<file path="config.mk">
export PLATFORM = sky130hd
export DESIGN_NAME = instr_sequencer
export DESIGN_NICKNAME = d
export VERILOG_FILES = /design/src/rtl/instr_sequencer_pkg.sv /design/src/rtl/instr_sequencer_stack.sv /design/src/rtl/instr_sequencer.sv
export SDC_FILE = /design/constraint.sdc
export NUM_CORES = 1
export LEC_CHECK = 0
export ABC_AREA = 1
export CAP_MARGIN = 10
export CORE_ASPECT_RATIO = 0.5
export CORE_MARGIN = 4
export CORE_UTILIZATION = 41
export DETAILED_ROUTE_END_ITERATION = 10
export PLACE_DENSITY = 0.63
export SYNTH_ARGS = -nofsm -noshare
export SYNTH_HDL_FRONTEND = slang
export SYNTH_SLANG_ARGS = --single-unit
</file>
<file path="constraint.sdc">
create_clock -name clk -period 5.9 [get_ports clk]
set_clock_uncertainty 0.15 [all_clocks]
set_input_delay 0.59 -clock clk [delete_from_list [all_inputs] [get_ports clk]]
set_output_delay 0.59 -clock clk [all_outputs]
set_load 0.01 [all_outputs]
</file>
<file path="src/rtl/instr_sequencer_pkg.sv">
// Shared definitions for the fetch/branch controller: machine-cycle
// state numbers, the opcodes the sequencer acts on, and the fetch FSM type.
package instr_sequencer_pkg;

  localparam logic [2:0] CYC_A1 = 3'd0;
  localparam logic [2:0] CYC_A2 = 3'd1;
  localparam logic [2:0] CYC_A3 = 3'd2;
  localparam logic [2:0] CYC_M1 = 3'd3;
  localparam logic [2:0] CYC_M2 = 3'd4;
  localparam logic [2:0] CYC_X1 = 3'd5;
  localparam logic [2:0] CYC_X2 = 3'd6;
  localparam logic [2:0] CYC_X3 = 3'd7;

  localparam logic [3:0] OP_JCN = 4'h1;
  localparam logic [3:0] OP_FIM = 4'h2;
  localparam logic [3:0] OP_JUN = 4'h4;
  localparam logic [3:0] OP_JMS = 4'h5;
  localparam logic [3:0] OP_ISZ = 4'h7;
  localparam logic [3:0] OP_BBL = 4'hC;

  typedef enum logic {
    FETCH1 = 1'b0,
    FETCH2 = 1'b1
  } fsm_state_t;

  // FIM shares opr=2 with SRC; only opa[0]=0 carries a data word.
  function automatic logic is_two_word(input logic [3:0] opr, input logic opa0);
    return (opr == OP_JCN) || (opr == OP_JUN) || (opr == OP_JMS) ||
           (opr == OP_ISZ) || ((opr == OP_FIM) && !opa0);
  endfunction

endpackage

</file>
<file path="src/rtl/instr_sequencer_stack.sv">
// Circular subroutine return stack. Push writes at sp then advances;
// pop steps back then reads, so dout always shows the entry a pop would take.
// Depth count saturates; a push when full overwrites the oldest entry and
// raises ovf in the same clock. Pops when empty are not flagged.
module return_stack #(
  parameter int unsigned ADDR_W      = 12,
  parameter int unsigned STACK_DEPTH = 3
) (
  input  logic              clk,
  input  logic              rst,
  input  logic              push,
  input  logic              pop,
  input  logic [ADDR_W-1:0] din,
  output logic [ADDR_W-1:0] dout,
  output logic              ovf
);

  localparam int unsigned PTR_W = (STACK_DEPTH > 1) ? $clog2(STACK_DEPTH) : 1;
  localparam int unsigned CNT_W = $clog2(STACK_DEPTH + 1);
  localparam logic [PTR_W-1:0] PTR_LAST = PTR_W'(STACK_DEPTH - 1);
  localparam logic [CNT_W-1:0] CNT_FULL = CNT_W'(STACK_DEPTH);

  logic [ADDR_W-1:0] r_mem [STACK_DEPTH];
  logic [PTR_W-1:0]  r_sp;
  logic [CNT_W-1:0]  r_cnt;
  logic [PTR_W-1:0]  w_sp_inc;
  logic [PTR_W-1:0]  w_sp_dec;

  // Modulo-depth pointer neighbours
  always_comb begin
    w_sp_inc = (r_sp == PTR_LAST) ? '0 : r_sp + 1'b1;
    w_sp_dec = (r_sp == '0) ? PTR_LAST : r_sp - 1'b1;
  end

  assign dout = r_mem[w_sp_dec];
  assign ovf  = push && (r_cnt == CNT_FULL);

  // Entry storage, pointer and saturating depth count
  always_ff @(posedge clk or posedge rst) begin
    if (rst) begin
      for (int unsigned i = 0; i < STACK_DEPTH; i++) r_mem[i] <= '0;
      r_sp  <= '0;
      r_cnt <= '0;
    end else if (push) begin
      r_mem[r_sp] <= din;
      r_sp        <= w_sp_inc;
      if (r_cnt != CNT_FULL) r_cnt <= r_cnt + 1'b1;
    end else if (pop) begin
      r_sp <= w_sp_dec;
      if (r_cnt != '0) r_cnt <= r_cnt - 1'b1;
    end
  end

endmodule

</file>
<file path="src/rtl/instr_sequencer.sv">
// Fetch/branch controller: latches OPR/OPA and the optional second word
// from the ROM nibble stream, decides jumps at X3 of the final word and
// drives the PC load strobe. Owns the return stack (return_stack).
// Optional INSTR_COUNT_EN adds a 16-bit wrapping instr_count output.
module instr_sequencer
  import instr_sequencer_pkg::*;
#(
  parameter int unsigned ADDR_W      = 12,
  parameter int unsigned STACK_DEPTH = 3
) (
  input  logic              clk,
  input  logic              rst,
  input  logic [2:0]        cycle,
  input  logic [3:0]        rom_nibble,
  input  logic [ADDR_W-1:0] pc_addr,
  input  logic              acc_zero,
  input  logic              carry_flag,
  input  logic              test_in,
  input  logic [3:0]        reg_dout,
  output logic [3:0]        opr,
  output logic [3:0]        opa,
  output logic [7:0]        imm,
  output logic              second_word,
  output logic              instr_valid,
  output logic              pc_load,
  output logic [ADDR_W-1:0] pc_new,
  output logic              stack_ovf
`ifdef INSTR_COUNT_EN
  ,
  output logic [15:0]       instr_count
`endif
);

  fsm_state_t        r_state;
  fsm_state_t        w_state_nxt;
  logic [3:0]        r_opr;
  logic [3:0]        r_opa;
  logic [7:0]        r_imm;
  logic [ADDR_W-1:0] r_next_addr;

  logic              w_two_word;
  logic              w_jcn_cond;
  logic              w_push;
  logic              w_pop;
  logic              w_pc_load;
  logic              w_instr_valid;
  logic [ADDR_W-1:0] w_pc_new;
  logic [ADDR_W-1:0] w_long_tgt;
  logic [ADDR_W-1:0] w_page_tgt;
  logic [ADDR_W-1:0] w_stack_dout;
  logic              w_stack_ovf;

  assign w_two_word = is_two_word(r_opr, r_opa[0]);
  assign w_jcn_cond = ((r_opa[2] & acc_zero) | (r_opa[1] & carry_flag) |
                       (r_opa[0] & ~test_in)) ^ r_opa[3];
  assign w_long_tgt = ADDR_W'({r_opa, r_imm});
  // Page comes from the address after the second word, so xFF lands in the next page
  assign w_page_tgt = {r_next_addr[ADDR_W-1:8], r_imm};

  // FSM state register
  always_ff @(posedge clk or posedge rst) begin
    if (rst) r_state <= FETCH1;
    else     r_state <= w_state_nxt;
  end

  // Next state, branch decision and stack strobes; everything decided at X3
  always_comb begin
    w_state_nxt   = r_state;
    w_push        = 1'b0;
    w_pop         = 1'b0;
    w_pc_load     = 1'b0;
    w_pc_new      = '0;
    w_instr_valid = (cycle == CYC_X1) && ((r_state == FETCH2) || !w_two_word);
    if (cycle == CYC_X3) begin
      unique case (r_state)
        FETCH1: begin
          if (w_two_word) begin
            w_state_nxt = FETCH2;
          end else if (r_opr == OP_BBL) begin
            w_pop     = 1'b1;
            w_pc_load = 1'b1;
            w_pc_new  = w_stack_dout;
          end
        end
        FETCH2: begin
          w_state_nxt = FETCH1;
          case (r_opr)
            OP_JUN: begin
              w_pc_load = 1'b1;
              w_pc_new  = w_long_tgt;
            end
            OP_JMS: begin
              w_push    = 1'b1;
              w_pc_load = 1'b1;
              w_pc_new  = w_long_tgt;
            end
            OP_JCN: begin
              if (w_jcn_cond) begin
                w_pc_load = 1'b1;
                w_pc_new  = w_page_tgt;
              end
            end
            OP_ISZ: begin
              if (reg_dout != 4'hF) begin
                w_pc_load = 1'b1;
                w_pc_new  = w_page_tgt;
              end
            end
            default: ;
          endcase
        end
        default: w_state_nxt = FETCH1;
      endcase
    end
    // Strobes are combinational, so hold them quiet while reset is asserted
    if (rst) begin
      w_push        = 1'b0;
      w_pop         = 1'b0;
      w_pc_load     = 1'b0;
      w_pc_new      = '0;
      w_instr_valid = 1'b0;
    end
  end

  // Instruction word latches
  always_ff @(posedge clk or posedge rst) begin
    if (rst) begin
      r_opr       <= '0;
      r_opa       <= '0;
      r_imm       <= '0;
      r_next_addr <= '0;
    end else if (r_state == FETCH1) begin
      if (cycle == CYC_M1) r_opr <= rom_nibble;
      if (cycle == CYC_M2) r_opa <= rom_nibble;
    end else begin
      if (cycle == CYC_A3) r_next_addr <= pc_addr + 1'b1;
      if (cycle == CYC_M1) r_imm[7:4]  <= rom_nibble;
      if (cycle == CYC_M2) r_imm[3:0]  <= rom_nibble;
    end
  end

  return_stack #(
    .ADDR_W      (ADDR_W),
    .STACK_DEPTH (STACK_DEPTH)
  ) u_stack (
    .clk  (clk),
    .rst  (rst),
    .push (w_push),
    .pop  (w_pop),
    .din  (r_next_addr),
    .dout (w_stack_dout),
    .ovf  (w_stack_ovf)
  );

`ifdef INSTR_COUNT_EN
  logic [15:0] r_instr_count;

  // Count completed fetches, wrapping at 16 bits
  always_ff @(posedge clk or posedge rst) begin
    if (rst)                r_instr_count <= '0;
    else if (w_instr_valid) r_instr_count <= r_instr_count + 1'b1;
  end

  assign instr_count = r_instr_count;
`endif

  assign opr         = r_opr;
  assign opa         = r_opa;
  assign imm         = r_imm;
  assign second_word = (r_state == FETCH2);
  assign instr_valid = w_instr_valid;
  assign pc_load     = w_pc_load;
  assign pc_new      = w_pc_new;
  assign stack_ovf   = w_stack_ovf;

endmodule

</file>
# Yosys cells after proc, flatten, opt, wreduce, memory -nomap -nowiden
# Index checks and enable logic that the tools add are counted.
[totals]
memories = 0
input_bits = 28
latch_bits = 0
ff_bits = 69
out_inout_bits = 32
ramBits = 0
elab_cells = 107
romBits = 0
[classes]
bitwise_logic = 10
add_sub_neg = 5
reduce_logical = 22
n_lt_le_gt_ge = 3
mul = 0
div_mod_pow = 0
mux = 40
eq_ne = 16
shifts = 0
[op_table]
columns = ["operator", "count"]
rows = [
  ["12-bit 2-to-1 mux", 9],
  ["36-bit bitwise mux", 1],
  ["12-bit one-hot mux with 3 select lines", 1],
  ["12-bit binary-select mux with 2-bit select", 1],
  ["12-bit demux with 2-bit select", 1],
  ["12-bit one-hot mux with 2 select lines", 1],
  ["2-bit 2-to-1 mux", 8],
  ["1-bit 2-to-1 mux", 15],
  ["12-bit by 1-bit adder with 12-bit output (second input constant)", 1],
  ["4-bit by 3-bit equality test with 1-bit output (second input constant)", 3],
  ["2-bit AND reduction", 5],
  ["3-bit equality test (second input constant)", 3],
  ["3-bit by 2-bit equality test with 1-bit output (second input constant)", 2],
  ["3-bit greater-or-equal comparator (second input constant)", 2],
  ["2-bit NOT with 3-bit output", 2],
  ["2-bit nonzero test", 3],
  ["1-bit logical OR", 5],
  ["2-bit by 1-bit adder with 2-bit output (second input constant)", 2],
  ["2-bit equality test (second input constant)", 2],
  ["4-bit by 1-bit equality test with 1-bit output (second input constant)", 1],
  ["4-bit by 2-bit equality test with 1-bit output (second input constant)", 1],
  ["4-bit equality test (second input constant)", 1],
  ["1-bit logical AND", 4],
  ["2-bit inequality test (second input constant)", 2],
  ["13 further kinds", 20],
]

# Longest topological paths before layout
[depth]
word_depth = 11
mapped_depth = 10
mapped_depth_nobuf = 9

# Modules after synthesis
# Synthesis repeated with hierarchy kept, for this count alone.
[unflattened]
cells_unflattened = 485
area_unflattened_um2 = 3890.0
[modules_own_cells]
columns = ["module", "cells_per_inst", "instances", "seq_area_each_um2", "area_per_inst_um2"]
rows = [
  ["return_stack", 243, 1, 1001.0, 2130.8],
  ["instr_sequencer", 242, 1, 725.7, 1759.2],
]

# Least setup slack after synthesis
# Ideal clock, no wire load.
[synth_path]
path_kind = "in2out"
startpoint = "input port rst"
endpoint = "output port instr_valid"
required_ns = 5.160
setup_slack_ns = 2.660
t_arrival_ns = 2.500
stages = 3
path_buffers = 0
path_cell_list = "inv_1 > nand4_1 > a21oi_1"
[synth_between]
elab_chain_cells = 1
[synth_rtl]
columns = ["element", "line", "source"]
rows = [
  ["start, declared", "instr_sequencer.sv:12", "input logic rst,"],
  ["1-bit 2-to-1 mux", "instr_sequencer.sv:116", "if (rst) begin"],
  ["end, declared", "instr_sequencer.sv:24", "output logic instr_valid,"],
]
# No other way between the ends.

# Worst setup path in the final report
[layout_path]
startpoint = "register u_stack.r_sp[0]"
endpoint = "output port pc_new[11]"
[layout_between]
elab_chain_cells = 11
[layout_rtl]
columns = ["element", "line", "source"]
rows = [
  ["start, declared", "instr_sequencer_stack.sv:24", "logic [PTR_W-1:0] r_sp;"],
  ["start signal, assigned", "instr_sequencer_stack.sv:46", "r_sp <= w_sp_inc;"],
  ["start signal, assigned", "instr_sequencer_stack.sv:49", "r_sp <= w_sp_dec;"],
  ["2-bit by 1-bit subtractor with 2-bit output or 2-bit zero test (tied branches)", "instr_sequencer_stack.sv:32", "w_sp_dec = (r_sp == '0) ? PTR_LAST : r_sp - 1'b1;"],
  ["2-bit 2-to-1 mux (*)", "instr_sequencer_stack.sv:32", ""],
  ["2-bit NOT with 3-bit output (implied by the code) (*)", "instr_sequencer_stack.sv:35", "assign dout = r_mem[w_sp_dec];"],
  ["12-bit binary-select mux with 2-bit select (*)", "instr_sequencer_stack.sv:35", ""],
  ["12-bit 2-to-1 mux (implied by the code) (*) (2 in a row)", "instr_sequencer_stack.sv:35", ""],
  ["12-bit 2-to-1 mux (*)", "instr_sequencer.sv:79", "end else if (r_opr == OP_BBL) begin"],
  ["12-bit 2-to-1 mux (*)", "instr_sequencer.sv:77", "if (w_two_word) begin"],
  ["12-bit one-hot mux with 2 select lines (*)", "instr_sequencer.sv:75", "unique case (r_state)"],
  ["12-bit 2-to-1 mux (*)", "instr_sequencer.sv:74", "if (cycle == CYC_X3) begin"],
  ["12-bit 2-to-1 mux (*)", "instr_sequencer.sv:116", ""],
  ["end, declared", "instr_sequencer.sv:26", "output logic [ADDR_W-1:0] pc_new,"],
]
# Every way passes the cells marked *; elsewhere a longest branch is shown, timed or not. The select of a mux whose other input is x is not followed.

==> run summary <==
Worst Hold Margin: 0.3296 ns
Fillers: 838
Util after Layout: 53.07%
Clock Sinks: 69
Final period util: 58.04%
commonest non-fill, non-tap cell in the layout: nand2_1
fraction of layout instances using a drive strength above 1: 11.43%
Inserted Diodes: 0
row count: 24
number of global-route vias before repair: 2990
CTS resizes: 0
Syn. warnings: 0
initial antenna violation count: 0
Starting Density: 42.49%
die width: 143.0 µm
PD cells: 368.1 mW/mm²
final worst path period need: 3.424 ns
GRT overflow: 0
post-synth top area share: 46.18%
cell count after synthesis: 465
Core Footprint: 0.008798 mm²
CP Data Required Time: 5.16 ns
most used cell, CP: nand2_1
Total Neg Setup Slack: 0 ns
drt wl/cell: 14.16 µm
Placer Congestion: 0.8488
critical path startpoint: u_stack.r_sp[0]
commonest cells after routing, fill and taps aside: nand2_1, dfrtp_1, clkdlybuf4s50_1
Synth Register Bits: 69
Die H: 75.52 µm
CP Max Fanout: 24
met3 Usage GRT: 4.326%
global-route wire length before repair: 15120 µm
Max stage delay cell, worst path: clkdlybuf4s50_1
RSZ-0062 raised after global routing: no
Clock Path Buffers: 2
Hold-fix buffers, CTS: 0
reg2reg end: r_next_addr[8]
Most Crowded Layer GR: met2
outcome: finished, final reports clean
H-tree Lvls: 3
DR vias/cell: 4.974
top cells by area, synth: dfrtp_1, nand2_1, o21ai_2, o21ai_0, nand3_1
WS Path Type: reg -> out
M2 GR Usage: 27.03%
Final #Nets: 556
Final Hold Vio Count: 0
Synth area leader: dfrtp_1
grt met1 use: 26.33%
Final ANT Viol Nets: 0
fin worst setup slack: 2.476 ns
worst hold path type: reg -> reg
Worst Max-Slew Pin Slew: 0.8715 ns
DP Worst Slack: 2.626 ns
Syn-to-layout area delta: 24.90%
clk root buf: clkbuf_16
Initial DRC Count: 158
Critical Path End Type: output port
total routed wirelength: 9090 µm
io pins: 60
Syn Std Cell Area: 0.003739 mm²
syn_nets: 500
Die ar.: 0.01080 mm²
r2r setup slk: 3.99 ns
synthesized area per cell: 8.040 µm²
largest net degree at the start of global routing: 70
Fmax achieved: 292.0 MHz
clock latency on the worst-skew pair: 0.33 ns
Slew Viols, Final: 0
final setup vio count: 0
Rel. slew slack: 41.90%
crit path DAT: 2.68 ns
maximum vdd drop: 0.2403 mV
sequential share of the synthesized area: 46.18%
DR pass1 iterations: 4
Residual DRC: 0
leak pwr: 2.200 nW
All-Layer GR Usage: 18.08%
FF-to-FF Start: second_word
Setup Fix Bufs, Post-CTS: 0
worst-path cell chain: inv_1, ha_1, inv_1, nand2_1, o22ai_1, nand2_1, nand2_1, clkdlybuf4s50_1
Cell variety after synth: 27
dpl hpwl: 6642 µm
Tot Pwr: 1.719 mW
reg2reg path depth: 4
Num CTS Buffers: 9
clock slew at reported path FFs: 0.06 ns
Vias: 3193
port bufs: 59
CTS tree: built
startpoint type of the worst setup path: register
Largest stage delay, worst path: 0.54 ns
MaxCap Viol Count: 0
worst setup path endpoint: pc_new[11]
-- cells in the mapped netlist --
library cell / instances
nand2_1: 145
dfrtp_1: 69
o21ai_0: 41
nand3_1: 37
inv_1: 35
nor2_1: 27
o21ai_2: 26
o22ai_1: 14
o21ai_1: 11
buf_6: 7
clkbuf_1: 7
ha_1: 7
a21oi_1: 5
nor3_1: 5
inv_2: 4
nand2_4: 4
nand4_1: 4
nor2_4: 3
xor2_1: 3
nand2_2: 2
nand3_2: 2
o211ai_1: 2
buf_4: 1
clkinv_4: 1
nor2_2: 1
nor3b_1: 1
xnor2_1: 1
-- logic make-up (layout without fill, tap and decap cells) --
kind of cell | after synthesis | after routing | synth area share [%]
fa+ha+maj | 7 | 7 | 2.343
compound gates | 99 | 99 | 16.47
flops | 69 | 69 | 46.18
simple gates | 231 | 231 | 26.91
xor+xnor | 4 | 4 | 0.9373
buf+inv | 55 | 115 | 7.162
-- report_power, final --
| part | internal (mW) | total [mW] | switching [mW] |
|---|---|---|---|
| clock | 0.337 | 0.540 | 0.203 |
| sequential | 0.577 | 0.691 | 0.113 |
| combinational | 0.198 | 0.488 | 0.291 |
-- metrics by stage --
step / instance area, µm² / std cells
after global placement: 4370 / 627
final: 4669 / 642
after floorplan: 3739 / 465
after global routing: 4669 / 642
after CTS: 4669 / 642
after detailed placement: 4370 / 627
-- state kept, by name, summed over array words and instances (netlist names) --
signal and cells:
u_stack.r_cnt 2, second_word 1, opa 4, u_stack.r_sp 2
r_next_addr 12, u_stack.r_mem 36, opr 4, imm 8
-- cell type report --
type | count | area, µm² | share of cell area [%]
multi-input combinational | 341 | 1744 | 37.35
clock inverter | 5 | 60.06 | 1.286
inverter | 40 | 155.1 | 3.323
timing repair buffer | 60 | 598.1 | 12.81
sequential | 69 | 1727 | 36.98
tap | 117 | 146.4 | 3.135
clock buffer | 10 | 239.0 | 5.118
-- critical path: cells and delay by family (launching register included) --
| family | cells | cell delay, ns |
|---|---|---|
| buffers and inverters | 3 | 1.17 |
| AND/OR/NAND/NOR | 3 | 0.27 |
| AO/OA/AOI/OAI | 1 | 0.19 |
| adder cells (fa/ha/maj) | 1 | 0.35 |
| flip-flops | 1 | 0.37 |
-- worst min path at each step --
stage                      startpoint                 to  slack [ns]  depth (start not counted)
floorplan           u_stack.r_mem[24]  u_stack.r_mem[24]        0.30                          2
global placement    u_stack.r_mem[26]  u_stack.r_mem[26]        0.31                          2
detailed placement  u_stack.r_mem[33]  u_stack.r_mem[33]        0.32                          2
CTS                 u_stack.r_mem[26]  u_stack.r_mem[26]        0.33                          2
global route         u_stack.r_mem[0]   u_stack.r_mem[0]        0.35                          2
finish              u_stack.r_mem[26]  u_stack.r_mem[26]        0.33                          2
-- metal layers --
metal / wire length [µm] / vias to the layer above
met5: 0 / -
met3: 467 / 5
li1: - / 1651
met2: 3687 / 66
met4: 78 / 0
met1: 4856 / 1471
(Power assumes the default switching activity.)
